===== config.mk =====
export PLATFORM = sky130hd
export DESIGN_NAME = seq_add_sub
export DESIGN_NICKNAME = d
export VERILOG_FILES = /design/src/rtl/seq_add_sub_pkg.sv /design/src/rtl/add_chunk.sv /design/src/rtl/seq_add_sub.sv
export SDC_FILE = /design/constraint.sdc
export NUM_CORES = 1
export LEC_CHECK = 0
export CORE_ASPECT_RATIO = 1.75
export CORE_MARGIN = 1
export CORE_UTILIZATION = 25
export CTS_CLUSTER_SIZE = 10
export DETAILED_ROUTE_END_ITERATION = 10
export SKIP_CTS_REPAIR_TIMING = 1
export SLEW_MARGIN = 0
export SYNTH_ARGS = -nofsm -noshare
export SYNTH_HDL_FRONTEND = slang
export SYNTH_SLANG_ARGS = --single-unit
export TNS_END_PERCENT = 20

===== constraint.sdc =====
create_clock -name clk -period 3.9 [get_ports clk]
set_input_delay 0.78 -clock clk [delete_from_list [all_inputs] [get_ports clk]]
set_output_delay 0.78 -clock clk [all_outputs]
set_load 0.02 [all_outputs]

===== src/rtl/seq_add_sub_pkg.sv =====
// seq_add_sub_pkg: shared FSM state encoding and sizing helpers for the multi-cycle adder/subtractor
package seq_add_sub_pkg;
  localparam int STATE_W = 2;
  typedef enum logic [STATE_W-1:0] {
    ST_IDLE = 2'd0,
    ST_RUN  = 2'd1,
    ST_DONE = 2'd2
  } state_t;
  function automatic int cnt_width(input int n);
    return n > 1 ? $clog2(n) : 1;
  endfunction
endpackage


===== src/rtl/add_chunk.sv =====
// add_chunk: combinational CHUNK-bit ripple adder exposing the carry into its top bit
module add_chunk #(
  parameter int CHUNK = 8
) (
  input  logic [CHUNK-1:0] a,
  input  logic [CHUNK-1:0] b,
  input  logic             c_in,
  output logic [CHUNK-1:0] s,
  output logic             c_out,
  output logic             c_msb_in
);
  assign {c_out, s} = (CHUNK+1)'(a) + (CHUNK+1)'(b) + (CHUNK+1)'(c_in);
  // the sum bit is a^b^carry, so the carry into the MSB falls out of the MSB's own sum
  assign c_msb_in = s[CHUNK-1] ^ a[CHUNK-1] ^ b[CHUNK-1];
endmodule


===== src/rtl/seq_add_sub.sv =====
// seq_add_sub: WIDTH-bit add/subtract computed CHUNK bits per clock behind valid/ready handshakes
module seq_add_sub
  import seq_add_sub_pkg::*;
#(
  parameter int WIDTH = 32,
  parameter int CHUNK = 8
) (
  input  logic             clk,
  input  logic             rst,
  input  logic             in_valid,
  output logic             in_ready,
  input  logic [WIDTH-1:0] a,
  input  logic [WIDTH-1:0] b,
  input  logic             sub,
  input  logic             c_in,
  output logic             out_valid,
  input  logic             out_ready,
  output logic [WIDTH-1:0] s,
  output logic             c_out,
  output logic             ovf,
  output logic             zero
);
  localparam int N  = WIDTH / CHUNK;
  localparam int CW = cnt_width(N);
  state_t           state;
  logic [WIDTH-1:0] a_r, b_r, s_nx;
  logic [CW-1:0]    cnt;
  logic [CHUNK-1:0] sum;
  logic             carry, co, cm, last;
  int               base;
  assign base = CHUNK * int'(cnt);
  assign last = cnt == CW'(N - 1);
  add_chunk #(.CHUNK(CHUNK)) u_add (
    .a        (a_r[base +: CHUNK]),
    .b        (b_r[base +: CHUNK]),
    .c_in     (carry),
    .s        (sum),
    .c_out    (co),
    .c_msb_in (cm)
  );
  // full result with the current chunk merged in, so zero sees the final slice on the last edge
  always_comb begin
    s_nx = s;
    s_nx[base +: CHUNK] = sum;
  end
  // handshake FSM: latch operands, ripple one chunk per cycle, hold result until consumed
  always_ff @(posedge clk) begin
    if (rst) begin
      state     <= ST_IDLE;
      in_ready  <= 1'b1;
      out_valid <= 1'b0;
      s         <= '0;
      c_out     <= 1'b0;
      ovf       <= 1'b0;
      zero      <= 1'b0;
      cnt       <= '0;
      carry     <= 1'b0;
      a_r       <= '0;
      b_r       <= '0;
    end else begin
      case (state)
        ST_IDLE: if (in_valid) begin
          a_r      <= a;
          b_r      <= sub ? ~b : b;
          carry    <= sub ? ~c_in : c_in;
          cnt      <= '0;
          in_ready <= 1'b0;
          state    <= ST_RUN;
        end
        ST_RUN: begin
          s     <= s_nx;
          carry <= co;
          cnt   <= last ? cnt : cnt + 1'b1;
          if (last) begin
            c_out     <= co;
            ovf       <= cm ^ co;
            zero      <= s_nx == '0;
            out_valid <= 1'b1;
            state     <= ST_DONE;
          end
        end
        ST_DONE: if (out_ready) begin
          out_valid <= 1'b0;
          in_ready  <= 1'b1;
          state     <= ST_IDLE;
        end
        default: state <= ST_IDLE;
      endcase
    end
  end
endmodule


==> Word level (Yosys, flattened, before mapping) <==
Index checks and enable logic that the tools add are counted.
{ "totals": {"word_cells": 61, "register_bits": 106, "output_inout_bits": 37} }
{ "op_classes": {"bitwise": 5, "n_mux": 18, "reduce_logical": 12, "shifts": 4, "n_eq_ne": 7, "add_sub_neg": 4} }
{ "ops": {"columns": ["op", "n"], "rows": [
  ["32-bit by 6-bit variable part select with 8-bit output", 2],
  ["5-bit negation with 33-bit output", 1],
  ["8-bit by 33-bit variable shift with 32-bit output (first input constant)", 1],
  ["8-bit by 33-bit variable part select with 32-bit output", 1],
  ["32-bit bitwise mux", 1],
  ["32-bit zero test", 1],
  ["32-bit two-way mux", 1],
  ["32-bit inverter", 1],
  ["3-bit AND reduction", 4],
  ["2-bit two-way mux", 5],
  ["8-bit by 8-bit adder with 9-bit output", 1],
  ["9-bit by 1-bit adder with 9-bit output", 1],
  ["2-bit inequality test (second input constant)", 4],
  ["1-bit two-way mux", 6],
  ["1-bit case mux with 2 select lines", 3],
  ["2-bit case mux with 3 select lines", 1],
  ["2-bit AND reduction", 3],
  ["2-bit nonzero test", 3],
  ["2-bit == test (second input constant)", 2],
  ["2-bit case mux with 2 select lines", 1],
  ["1-bit bitwise XOR", 3],
  ["2-bit by 1-bit adder with 2-bit output (second input constant)", 1],
  ["2-bit by 1-bit == test with 1-bit output (second input constant)", 1],
  ["2-bit zero test", 1],
  ["1-bit inverter", 1]
]} }

==> Longest topological paths before layout <==
Gate-level depths: netlist of run 1.
{ "depth": {"word_depth": 6, "mapped_depth": 13} }

==> Modules after synthesis <==
Synthesis of run 1 repeated with hierarchy kept, for this count alone.
{ "unflattened": {"hier_cells": 561, "area_unflattened_um2": 5094.9} }
{ "by_module_without_submodules": {"columns": ["mod", "cells_per_inst", "seq_area_each_um2", "area_each_um2", "n_inst"], "rows": [
  ["seq_add_sub", 517, 2122.0, 4718.3, 1],
  ["add_chunk", 44, 0.0, 376.6, 1]
]} }

==> Worst setup path before layout of run 1 <==
Ideal clock, no wire load.
{ "synth_path": {"kind": "register to register", "start": "reg cnt[0]", "end": "reg zero", "setup_ps": 69, "arrival_time_ps": 3911, "stages_incl_launch_ff": 12, "period_less_slack_ps": 3980, "slack_ps": -80, "path_cell_list": "dfxtp_1 > buf_2 > buf_1 > mux4_2 > ha_1 > and3_2 > a221oi_2 > xnor2_1 > or4_1 > a2111oi_2 > o2111ai_1 > o21ai_1"} }
{ "synth_between": {"elab_chain_cells": 6, "word_cells_on_any_way": 11} }
{ "synth_rtl": {"columns": ["element", "line", "text"], "rows": [
  ["start: declaration", "seq_add_sub.sv:27", "logic [CW-1:0] cnt;"],
  ["start signal: assignment", "seq_add_sub.sv:73", "cnt <= last ? cnt : cnt + 1'b1;"],
  ["32-bit by 6-bit variable part select with 8-bit output (on tied branches)", "seq_add_sub.sv:34, seq_add_sub.sv:35", null],
  ["8-bit by 8-bit adder with 9-bit output", "add_chunk.sv:12", "assign {c_out, s} = (CHUNK+1)'(a) + (CHUNK+1)'(b) + (CHUNK+1)'(c_in);"],
  ["9-bit by 1-bit adder with 9-bit output", "add_chunk.sv:12", null],
  ["8-bit by 33-bit variable part select with 32-bit output", "seq_add_sub.sv:44", "s_nx[base +: CHUNK] = sum;"],
  ["32-bit bitwise mux", "seq_add_sub.sv:44", null],
  ["32-bit zero test", "seq_add_sub.sv:77", "zero <= s_nx == '0;"],
  ["end signal: assignment", "seq_add_sub.sv:55", "zero <= 1'b0;"],
  ["end signal: assignment", "seq_add_sub.sv:77", null],
  ["end: declaration", "seq_add_sub.sv:21", "output logic zero"]
]} }
Parallel ways exist; a longest one is shown, timed or not.
A chain may end at the register's enable or synchronous reset.

==> Worst setup path after layout of run 1 <==
Same ends and word-level chain as after synthesis.

==> results of run 1 <==
[power groups by stage]
stage	combinational [uW]	clock, uW	sequential, uW
floorplan	331	0	1200
detailed placement	543	0	1210
global placement	536	0	1210
global route	589	907	1190
CTS	545	864	1180
finish	540	848	1180
[synthesized netlist by cell type, drive strengths merged, types with 3 or more instances]
cell type and instances:
buf 9, dfxtp 106, and3 3, mux4 16, xnor2 39, o2111ai 3
nor4 4, ha 13, xor2 4, or2 3, and2 3, o21ai 5
nand2 77, nor3 9, inv 12, nand3 3, a211oi 38, a22oi 32
nor2b 5, nor2 89, a21oi 48, or4 3, clkbuf 32, nand2b 4
a221oi 3
[layer usage]
metal | global-route usage | vias up | wire length (um)
met5 | 0 | - | 0
met4 | 0.0800 | 0 | 594
met3 | 0.0230 | 30 | 452
met2 | 0.278 | 100 | 8230
met1 | 0.142 | 2065 | 5570
li1 | - | 2253 | -
[through the flow]
step | hold slack (ps) | util | worst slack (ps) | area (um^2)
after floorplan | 433 | - | 130 | 5150
after global placement | 440 | 0.319 | 450 | 6480
after detailed placement | 447 | 0.319 | 336 | 6480
after CTS | 457 | 0.333 | 300 | 6750
after global routing | 478 | 0.333 | 64.4 | 6750
final | 455 | 0.333 | 314 | 6750
[registers in the layout, summed over array words and instances (netlist names)]
register / flops
a_r: 32
b_r: 32
c_out: 1
carry: 1
cnt: 2
in_ready: 1
out_valid: 1
ovf: 1
s: 32
state: 2
zero: 1
[final timing paths]
path                            slack [ps]  endpoint  cells after the start    start
worst max-delay path                   310      zero                     10   cnt[0]
worst max register to register         310      zero                     10   cnt[0]
worst min register to register         450   a_r[22]                      2  a_r[22]
worst min-delay path                   450   a_r[22]                      2  a_r[22]
[cells by family (layout without fill, tap and decap cells)]
logic type,after synthesis,in the layout
adder cells (fa/ha/maj),15,15
multiplexers,18,18
flip-flops,106,106
XOR/XNOR,43,43
buffers and inverters,53,146
AND/OR/NAND/NOR,210,210
AO/OA/AOI/OAI,143,143
[worst max-delay path, cell delays in order, from the launching register on]
cell and delay [ps]:
sky130_fd_sc_hd__dfxtp_1 340, sky130_fd_sc_hd__buf_4 220, sky130_fd_sc_hd__mux4_2 580, sky130_fd_sc_hd__fa_1 430, sky130_fd_sc_hd__a21o_1 240, sky130_fd_sc_hd__a21oi_1 250, sky130_fd_sc_hd__xnor2_1 230, sky130_fd_sc_hd__or4_1 550
sky130_fd_sc_hd__a2111oi_2 390, sky130_fd_sc_hd__o2111ai_1 170, sky130_fd_sc_hd__o21ai_1 130
[layout make-up]
| class | instances | area share |
|---|---|---|
| multi-input cells | 429 | 0.420 |
| flip-flops and latches | 106 | 0.314 |
| repair buffers | 118 | 0.173 |
| well taps | 248 | 0.0460 |
| clock buffers | 10 | 0.0339 |
| inverters | 12 | 0.00667 |
| clock inverters | 6 | 0.00612 |
==> impl_metrics.py, run 1 <==
metrics = {
    "run_status": {
        "run_status": "finished clean",
    },
    "floorplanning": {
        "dieHeight_um": 192,
        "effective_utilization_at_floorplan": 0.254,
        "floorplan.io_pins": 107,
        "full_die_area_mm2": 0.0212,
        "core_region_area_mm2": 0.0203,
        "die_w_um": 110,
        "rows": 69,
    },
    "detailed_routing": {
        "drc_errors": 0,
        "antenna_left": 0,
        "via_count": 4448,
        "routed_wirelength_mm": 14.9,
        "drt_iter0_drc": 210,
        "avgRoutedWirePerCell_um": 16.0,
        "detailedRoute.firstPassIterationCount": 5,
        "vias_per_cell": 4.79,
    },
    "timing": {
        "maxSlewViolCount": 0,
        "part_of_the_cycle_the_worst_path_needs": 0.919,
        "finalClockSkew_ps": 7.84,
        "final-setup-viol-count": 0,
        "tns_ps": 0,
        "rsz0062_at_grt": "false",
        "timing.final.crit_period_ps": 3590,
        "tightest_slew_ps": 857,
        "slew-limit-headroom": 0.421,
        "finalHoldViolations": 0,
        "maxClockFrequency_mhz": 279,
    },
    "layout": {
        "area_growth_pct": 31.1,
        "final_nets": 761,
        "antenna-diode-count": 0,
        "layoutNonFillerInstCount": 929,
        "multi_input_area_mm2": 0.00283,
        "mostFrequentLayoutCells": "106 x sky130_fd_sc_hd__dfxtp_1, 104 x sky130_fd_sc_hd__clkdlybuf4s50_1, 88 x sky130_fd_sc_hd__nor2_1",
        "layout_commonest_cell": "sky130_fd_sc_hd__dfxtp_1",
        "post_route_cells_drive_above_1_share": 0.0764,
        "nFillCells": 2115,
        "seqCellArea_mm2": 0.00212,
    },
    "critical_path": {
        "worst-path-max-fanout": 10,
        "timing.critical_path.required_ps": 4190,
        "critPathLaunchType": "register",
        "endpoint_kind": "register",
        "setup.worst_path.class": "reg2reg",
        "cp_data_arrival_time_ps": 3870,
    },
    "run": {
        "cap_violations": 0,
    },
    "synthesis": {
        "ys_warn_count": 0,
        "synth_simple_gate_area_share": 0.175,
        "muxShareOfSynthArea": 0.0739,
        "ys_seq_area_frac": 0.412,
        "synthFlopType": "sky130_fd_sc_hd__dfxtp_1",
        "synth_largest_area_cell": "sky130_fd_sc_hd__dfxtp_1",
        "synthDominantCellAreaShare": 0.412,
        "synth.area.top_cells": "sky130_fd_sc_hd__dfxtp_1 41%, sky130_fd_sc_hd__mux4_2 7.0%, sky130_fd_sc_hd__xnor2_1 6.6%",
        "syn-mean-instance-area_um2": 8.76,
        "syn-instance-count": 588,
        "ys_seq_elements": 106,
        "post_synth_xor_area_fraction": 0.0731,
        "netlist_area_mm2": 0.00515,
        "post_synth_num_cell_types": 47,
        "syn-num-nets": 673,
        "asyncSetResetFlopFracSynth": 0,
        "synth_compound_gate_area_share": 0.187,
        "synth_edf_count": 0,
        "synth_fa_ha_area_frac": 0.0394,
        "combinational_family_with_the_most_area_after_synthesis": "compound AO/OA/AOI/OAI gates",
    },
    "grt": {
        "grt_first_pass_wirelength_mm": 23.3,
        "via_count_of_the_first_global_routing_pass": 4408,
        "total_overflow_reported_by_the_global_router": 0,
        "grt_antenna_before_repair": 0,
        "grt_start_max_net_pins": 98,
        "grt.total_usage": 0.143,
    },
    "placement": {
        "placed_cell_count": 913,
        "dp_hpwl_mm": 11.5,
        "routabilityCongestion": 0.880,
        "numPortBuffers": 106,
    },
    "power_and_ir_drop": {
        "power.share.clock": 0.330,
        "comb_power_frac": 0.210,
        "total_switching_power_uw": 744,
        "power.sequential.fraction": 0.460,
        "total_power_uw": 2570,
        "total_leakage_power_uw": 0.00240,
        "vdd_drop_max_mv": 0.178,
        "power_report.internal_total_uw": 1820,
        "switching_share": 0.290,
        "power.density_mw_per_mm2": 381,
    },
    "clocking": {
        "cts_sinks": 106,
        "cts.clk_slew.worst_paths_ps": 70,
        "clkLatencyLatePin_ps": 350,
        "numCtsBuffers": 9,
        "clock_tree.root_cell": "sky130_fd_sc_hd__clkbuf_16",
        "h-tree-depth": 3,
        "cts_tree": "yes",
        "clk_path_buf_depth": 2,
    },
    "hold_path": {
        "hp-class": "reg2reg",
    },
}
(Power assumes the default switching activity.)
==> run 2, diff against run 1 <==
Settings changed: TNS_END_PERCENT 20 to 30.
==> results of run 2 <==
Same layout as run 1: the final DEF is identical, and so are final timing and power.
==> run 3, diff against run 2 <==
Settings changed: PLACE_DENSITY set to 0.55.
==> impl_metrics.py, run 3 (synthesized netlist as in run 1, its figures left out) <==
metrics = {
    "run_status": {
        "run_status": "finished clean",
    },
    "placement": {
        "routabilityCongestion": 0.851,
        "dp_hpwl_mm": 12.0,
        "numPortBuffers": 106,
        "placed_cell_count": 917,
    },
    "power_and_ir_drop": {
        "power.density_mw_per_mm2": 395,
        "vdd_drop_max_mv": 0.180,
        "total_leakage_power_uw": 0.00244,
    },
    "clocking": {
        "cts.clk_slew.worst_paths_ps": 80,
        "cts_tree": "yes",
        "clock_tree.root_cell": "sky130_fd_sc_hd__clkbuf_16",
        "cts_sinks": 106,
        "h-tree-depth": 3,
        "numCtsBuffers": 9,
        "clkLatencyLatePin_ps": 350,
        "clk_path_buf_depth": 2,
    },
    "timing": {
        "slew-limit-headroom": 0.440,
        "maxClockFrequency_mhz": 287,
        "part_of_the_cycle_the_worst_path_needs": 0.892,
        "finalHoldViolations": 0,
        "finalClockSkew_ps": 11.7,
        "final-setup-viol-count": 0,
        "rsz0062_at_grt": "false",
        "timing.final.crit_period_ps": 3480,
        "maxSlewViolCount": 0,
        "tns_ps": 0,
        "tightest_slew_ps": 828,
    },
    "critical_path": {
        "endpoint_kind": "register",
        "setup.worst_path.class": "reg2reg",
        "critPathLaunchType": "register",
        "cp_data_arrival_time_ps": 3760,
        "worst-path-max-fanout": 14,
        "timing.critical_path.required_ps": 4180,
    },
    "detailed_routing": {
        "antenna_left": 0,
        "avgRoutedWirePerCell_um": 16.4,
        "detailedRoute.firstPassIterationCount": 4,
        "vias_per_cell": 4.80,
        "drc_errors": 0,
        "routed_wirelength_mm": 15.3,
        "via_count": 4480,
        "drt_iter0_drc": 208,
    },
    "floorplanning": {
        "rows": 69,
        "dieHeight_um": 192,
        "full_die_area_mm2": 0.0212,
        "effective_utilization_at_floorplan": 0.254,
        "die_w_um": 110,
        "floorplan.io_pins": 107,
        "core_region_area_mm2": 0.0203,
    },
    "grt": {
        "total_overflow_reported_by_the_global_router": 0,
        "via_count_of_the_first_global_routing_pass": 4430,
        "grt_start_max_net_pins": 61,
        "grt_first_pass_wirelength_mm": 23.8,
        "grtUsageMet3": 0.0227,
        "grt.total_usage": 0.146,
        "busiest_layer": "met2",
        "grt_antenna_before_repair": 0,
        "met1_usage": 0.141,
        "grt_use_met2": 0.289,
    },
    "layout": {
        "post_route_cells_drive_above_1_share": 0.0832,
        "reg.largest.list": "a_r x32, b_r x32, s x32",
        "mostFrequentLayoutCells": "106 x sky130_fd_sc_hd__dfxtp_1, 104 x sky130_fd_sc_hd__clkdlybuf4s50_1, 88 x sky130_fd_sc_hd__nor2_1",
        "final_util": 0.336,
        "final_nets": 765,
        "layout_commonest_cell": "sky130_fd_sc_hd__dfxtp_1",
        "area_growth_pct": 32.4,
        "antenna-diode-count": 0,
        "layoutNonFillerInstCount": 933,
        "nFillCells": 2082,
    },
    "hold_path": {
        "hp-class": "reg2reg",
    },
    "run": {
        "cap_violations": 0,
    },
}
-- run 3: cell count changes in the layout (fill, tap and decap cells not counted), sizes merged --
cell	change
clkinv	-1
bufinv	+1
buf	+4
-- run 3: final cells by class --
| type | instances | area, um^2 | share of cell area |
|---|---|---|---|
| multi-input cells | 429 | 2830 | 0.415 |
| flip-flops and latches | 106 | 2120 | 0.311 |
| repair buffers | 122 | 1190 | 0.174 |
| well taps | 248 | 310 | 0.0455 |
| clock buffers | 10 | 239 | 0.0350 |
| clock inverters | 6 | 83.8 | 0.0123 |
| inverters | 12 | 45.0 | 0.00661 |
-- run 3: final timing paths --
kind,slack [ps],start,endpoint,cells past startpoint
max,420,cnt[0],zero,12
min,460,a_r[26],a_r[26],2
max reg2reg,420,cnt[0],zero,12
min reg2reg,460,a_r[26],a_r[26],2
-- run 3: metrics by stage --
stage,setup WS [ps],hold WS (ps),cell area (um^2),power (uW)
4_1_cts,397,462,6820,2720
6_report,420,458,6820,2690
3_3_place_gp,453,441,6500,1760
2_1_floorplan,130,433,5150,1530
3_5_place_dp,426,450,6500,1760
5_1_grt,183,477,6820,2820
-- run 3: critical path, stage by stage, from the launching register on --
cell                        delay (ps)
sky130_fd_sc_hd__dfxtp_1           330
sky130_fd_sc_hd__buf_4             270
sky130_fd_sc_hd__mux4_2            550
sky130_fd_sc_hd__fa_1              420
sky130_fd_sc_hd__inv_1              90
sky130_fd_sc_hd__fa_1              220
sky130_fd_sc_hd__nand2b_1          140
sky130_fd_sc_hd__a21oi_1            80
sky130_fd_sc_hd__xnor2_1           140
sky130_fd_sc_hd__or4_1             520
sky130_fd_sc_hd__a2111oi_2         370
sky130_fd_sc_hd__o2111ai_1         150
sky130_fd_sc_hd__o21ai_1           130
-- run 3: routing by layer --
| metal | wire (um) | part of all wire |
|---|---|---|
| met4 | 675 | 0.044 |
| met5 | 0 | 0 |
| met1 | 5580 | 0.36 |
| met2 | 8630 | 0.56 |
| met3 | 405 | 0.026 |
-- run 3: report_power, final --
group	switching, uW	total, uW	internal, uW	leakage (uW)
combinational	294	546	253	0.00141
sequential	43.8	1180	1140	0.000868
clock	432	963	530	0.000158
